**config.mk**
```make
export PLATFORM = sky130hd
export DESIGN_NAME = drum_word_access
export DESIGN_NICKNAME = d
export VERILOG_FILES = /design/src/rtl/drum_word_access.sv
export SDC_FILE = /design/constraint.sdc
export NUM_CORES = 1
export LEC_CHECK = 0
export BUFFER_PORTS_ARGS = -buffer_cell sky130_fd_sc_hd__clkbuf_2
export CAP_MARGIN = 20
export CORE_ASPECT_RATIO = 1.4
export CORE_MARGIN = 3
export CORE_UTILIZATION = 45
export CTS_CLUSTER_DIAMETER = 80
export DETAILED_ROUTE_END_ITERATION = 6
export PLACE_DENSITY = 0.69
export SLEW_MARGIN = 20
export SYNTH_ARGS = -nofsm -noshare
export SYNTH_HDL_FRONTEND = slang
export SYNTH_SLANG_ARGS = --single-unit
```
**constraint.sdc**
```tcl
create_clock -name CLOCK -period 2.3 [get_ports CLOCK]
set_input_delay 0.115 -clock CLOCK [delete_from_list [all_inputs] [get_ports CLOCK]]
set_output_delay 0.115 -clock CLOCK [all_outputs]
set_load 0.05 [all_outputs]
```
**src/rtl/drum_word_access.sv**
```systemverilog
// rtl/drum_word_access.sv - host word read/write controller for drum lines 7..18
module drum_word_access #(
    parameter int WORD_BITS = 29,
    parameter int WORDS     = 108
) (
    input  logic                 CLOCK,
    input  logic                 rst_n,
    input  logic                 ORIGIN,
    input  logic                 req,
    input  logic                 we,
    input  logic [4:0]           line,
    input  logic [6:0]           word,
    input  logic [WORD_BITS-1:0] wdata,
    output logic                 ack,
    output logic                 err,
    output logic [WORD_BITS-1:0] rdata,
    output logic                 busy,
    output logic                 locked,
    input  logic [11:0]          RD_BITS,
    output logic [11:0]          WR_EN,
    output logic                 WR_BIT
);

    localparam logic [4:0] LAST_BIT  = 5'(WORD_BITS - 1);
    localparam logic [6:0] LAST_WORD = 7'(WORDS - 1);
    localparam logic [4:0] LINE_LO   = 5'd7;
    localparam logic [4:0] LINE_HI   = 5'd18;

    typedef enum logic [2:0] {IDLE, CHECK, WAIT, XFER, DONE} state_t;

    state_t state, state_nx;

    logic [4:0]           bc;
    logic [6:0]           wc;
    logic [4:0]           cp_bc;
    logic [6:0]           cp_wc;
    logic                 resync;
    logic                 match;
    logic                 xfer_bit;
    logic                 accept;
    logic                 bad_addr;
    logic                 we_r;
    logic                 err_r;
    logic [4:0]           line_r;
    logic [6:0]           word_r;
    logic [WORD_BITS-1:0] wdata_r;
    logic [3:0]           sel;

    // ORIGIN overrides the counters so the current cycle is always position (0,0)
    assign cp_bc    = ORIGIN ? 5'd0 : bc;
    assign cp_wc    = ORIGIN ? 7'd0 : wc;
    assign resync   = ORIGIN && locked && ((bc != 5'd0) || (wc != 7'd0));
    assign match    = (cp_bc == 5'd0) && (cp_wc == word_r);
    assign accept   = (state == IDLE) && req && locked;
    assign bad_addr = (line_r < LINE_LO) || (line_r > LINE_HI) || (word_r > LAST_WORD);
    assign sel      = 4'(line_r - LINE_LO);
    assign xfer_bit = ((state == WAIT) && match) || ((state == XFER) && !resync);

    always_ff @(posedge CLOCK) begin
        if (!rst_n) begin
            bc     <= 5'd0;
            wc     <= 7'd0;
            locked <= 1'b0;
        end else begin
            if (ORIGIN)
                locked <= 1'b1;
            if (cp_bc == LAST_BIT) begin
                bc <= 5'd0;
                wc <= (cp_wc == LAST_WORD) ? 7'd0 : cp_wc + 7'd1;
            end else begin
                bc <= cp_bc + 5'd1;
                wc <= cp_wc;
            end
        end
    end

    always_ff @(posedge CLOCK) begin
        if (!rst_n)
            state <= IDLE;
        else
            state <= state_nx;
    end

    always_comb begin
        state_nx = state;
        case (state)
            IDLE:    if (accept) state_nx = CHECK;
            CHECK:   state_nx = bad_addr ? DONE : WAIT;
            WAIT:    if (match) state_nx = XFER;
            XFER:    if (resync || (cp_bc == LAST_BIT)) state_nx = DONE;
            DONE:    state_nx = IDLE;
            default: state_nx = IDLE;
        endcase
    end

    always_ff @(posedge CLOCK) begin
        if (!rst_n) begin
            we_r    <= 1'b0;
            err_r   <= 1'b0;
            line_r  <= 5'd0;
            word_r  <= 7'd0;
            wdata_r <= '0;
            rdata   <= '0;
        end else begin
            if (accept) begin
                we_r    <= we;
                line_r  <= line;
                word_r  <= word;
                wdata_r <= wdata;
                err_r   <= 1'b0;
            end
            if ((state == CHECK) && bad_addr)
                err_r <= 1'b1;
            if ((state == XFER) && resync)
                err_r <= 1'b1;
            if (xfer_bit && !we_r)
                rdata[cp_bc] <= RD_BITS[sel];
        end
    end

    // Write gating is combinational so it tracks the bit under the heads in the same cycle
    always_comb begin
        ack    = 1'b0;
        err    = 1'b0;
        busy   = (state != IDLE);
        WR_EN  = 12'd0;
        WR_BIT = 1'b0;
        if (state == DONE) begin
            ack = 1'b1;
            err = err_r;
        end
        if (xfer_bit && we_r) begin
            WR_EN  = 12'd1 << sel;
            WR_BIT = wdata_r[cp_bc];
        end
    end

endmodule

```
==> impl_metrics.json <==
{
  "n_fill_cell": 867,
  "gp_congestion": 0.883,
  "worstPathRequired_ps": 2180,
  "syn-cell-area_um2": 4510,
  "relSlewSlack": 0.681,
  "drv_cap": 0,
  "start_kind": "register",
  "violations": "negative setup slack",
  "ys_async_sr_fraction": 0,
  "hpwl_um": 8560,
  "totalWireLength_um": 12000,
  "synth-seq-area-share": 0.390,
  "yosys.area.top_type_share": 0.390,
  "cp_cell_sequence": "nor4b_2 > a32oi_1 > a222oi_1 > buf_4 > a31o_4 > nand2_4 > nor3b_4 > buf_8",
  "dieArea_um2": 11300,
  "cts_tree": "yes",
  "clock.fmax_ghz": 0.429,
  "drt_iter0_markers": 151,
  "total_power_mw": 3.45,
  "critical_path_class": "reg -> out",
  "hold_violations": 0,
  "final.min_clock_period_ps": 2330,
  "setup_viol_count_final": 8,
  "synth_cell_types": 55,
  "cp_max_fo": 7,
  "synth_top_cell_by_area": "dfxtp_1",
  "power_density_nw_per_um2": 583,
  "track_usage": 0.207,
  "syn_nets": 616,
  "postRouteAntennaNets": 0,
  "root_buffer": "clkbuf_16",
  "finClkSkew_ps": 3.70,
  "cpPeakStageDelay_ps": 340,
  "worst_path_max_delay_cell": "dfxtp_2",
  "wl_per_cell_um": 15.0,
  "clock_sinks": 88,
  "synthTopCellsByCount": "nand2_1 (116), dfxtp_1 (88), a21boi_0 (45)",
  "antenna_found_initial": 0,
  "synth_edf_count": 0,
  "vias": 4393,
  "dp_worst_setup_slack_ps": 31.6,
  "chipWidth_um": 90.6,
  "initial_core_util": 0.469,
  "antenna_cells": 0,
  "synth_area_leaders": "dfxtp_1 (39%), nand2_1 (9.6%), a21boi_0 (7.5%), o311ai_0 (3.5%), o41ai_1 (3.5%)",
  "final_core_util": 0.615,
  "drc_errors": 0,
  "port_buffers": 103,
  "synth-seq-cells": 88,
  "holdCritPathClass": "in -> reg",
  "clockBufferDepth": 2,
  "synth_most_common_cell": "nand2_1",
  "ff2ff_path_depth": 7,
  "power.leakage_nw": 2.36,
  "worst_slew_pin_slew_ps": 479,
  "chipHeight_um": 124,
  "synthFlopType": "dfxtp_1",
  "arrival_ps": 2210,
  "grt_pass1_vias": 4152,
  "post_dp_cell_area_um2": 5290,
  "drive_above_1_share": 0.287,
  "worstSkewPairLatency_ps": 340,
  "finalCritPeriodShare": 1.01,
  "rsz0062_at_grt": "true",
  "core_area_um2": 9620,
  "grt_pass1_wl_um": 19400,
  "rows": 42,
  "htreeDepth": 3,
  "hold_depth": 3,
  "outcome": "complete, but fails checks",
  "final.setup.worst_slack_ps": -29.1,
  "drtPass1Iterations": 4,
  "slew_violations": 0,
  "via_per_inst": 5.51,
  "syn_avg_cell_area_um2": 8.25,
  "area.growth.synth_to_final_pct": 31.1,
  "numCtsBuffers": 9,
  "design_area_um2": 5920,
  "peakVddDrop_mv": 0.446,
  "grt_overflow": 0,
  "end_kind": "primary output",
  "io_pins": 104,
  "clkSlewWorstSetupHoldPaths_ps": 60,
  "grt_max_degree": 44,
  "layout.nets": 730,
  "netlist_instances": 547,
  "ys_warn_count": 0,
  "worst_hold_slack_ps": 4.17
}
-- repair_timing --
item / CTS / global route
endpoints found under the setup margin: 13 / 22
hold buffers: 7 / 0
hold endpoints to repair: 7 / 0
pin swaps: 8 / 3
gates resized for setup: 36 / 35
buffers inserted: 2 / 1
-- where the power goes --
group	switching (mW)	internal, mW
clock network	0.603	0.869
logic	0.209	0.172
registers	0.0352	1.56
-- critical path: cells and delay by family, from the launching register on --
kind	cells	cell delay, ps
compound gates	3	590
simple gates	3	570
buf+inv	2	360
flops	1	340
-- registers in the layout (all words and copies together), names as in the netlist --
name,cells
line_r,5
word_r,7
rdata,29
err_r,1
bc,5
we_r,1
wdata_r,29
wc,7
locked,1
state,3
-- kinds of logic after synthesis --
| kind of cell | Yosys count | share of synthesized area |
|---|---|---|
| AOI/OAI and AO/OA | 131 | 0.219 |
| DFF | 88 | 0.390 |
| muxes | 17 | 0.0463 |
| adders and majority gates | 11 | 0.0305 |
| buffers and inverters | 52 | 0.0471 |
| and+or+nand+nor | 237 | 0.246 |
| xor gates and xnor gates | 11 | 0.0213 |
-- layout by cell type, fill, tap and decap left out, types with 5 or more instances in the layout --
cell type      instances
a211oi_1               7
clkbuf_8               6
nand2_1              116
a21boi_0              45
dfxtp_1               76
o311ai_0              17
clkbuf_16              9
o21ai_0               18
ha_1                  10
nor3b_1                6
xnor2_1                8
buf_4                 34
and3_1                 5
dfxtp_2                8
clkbuf_2              90
nand3_1               23
dlygate4sd3_1          7
inv_1                 10
nor3_1                 5
nor2b_1               10
nand4_1                6
nor2_1                33
o41ai_1               18
mux2i_1               13
-- through the flow --
step                std cells  TNS, ps
floorplan                 547    -1570
global placement          772        0
detailed placement        772        0
CTS                       797     -132
global route              798     -802
finish                    798     -141
-- final cells by class --
| class | count | area [µm²] | area share |
|---|---|---|---|
| clock buffer | 11 | 243 | 0.0410 |
| clock inverter | 5 | 56.3 | 0.00952 |
| inverter | 12 | 47.5 | 0.00804 |
| multi-input combinational | 407 | 2670 | 0.451 |
| sequential | 88 | 1790 | 0.302 |
| tap | 132 | 165 | 0.0279 |
| timing repair buffer | 143 | 947 | 0.160 |
-- routing by layer --
layer  wire length [µm]  global-route usage  vias up
met5                  0                   0        -
met4                280              0.0803        0
met3                458              0.0387       20
met2               6180               0.373       97
met1               5050               0.238     2093
li1                   -                   -     2183
-- final timing paths --
check / startpoint / to / slack [ps]
max: word_r[1] / WR_EN[6] / -30
min reg2reg: rdata[0] / rdata[0] / 460
max reg2reg: bc[0] / rdata[24] / 130
min: wdata[22] / wdata_r[22] / 4
Power figures use the tool's default switching activity.
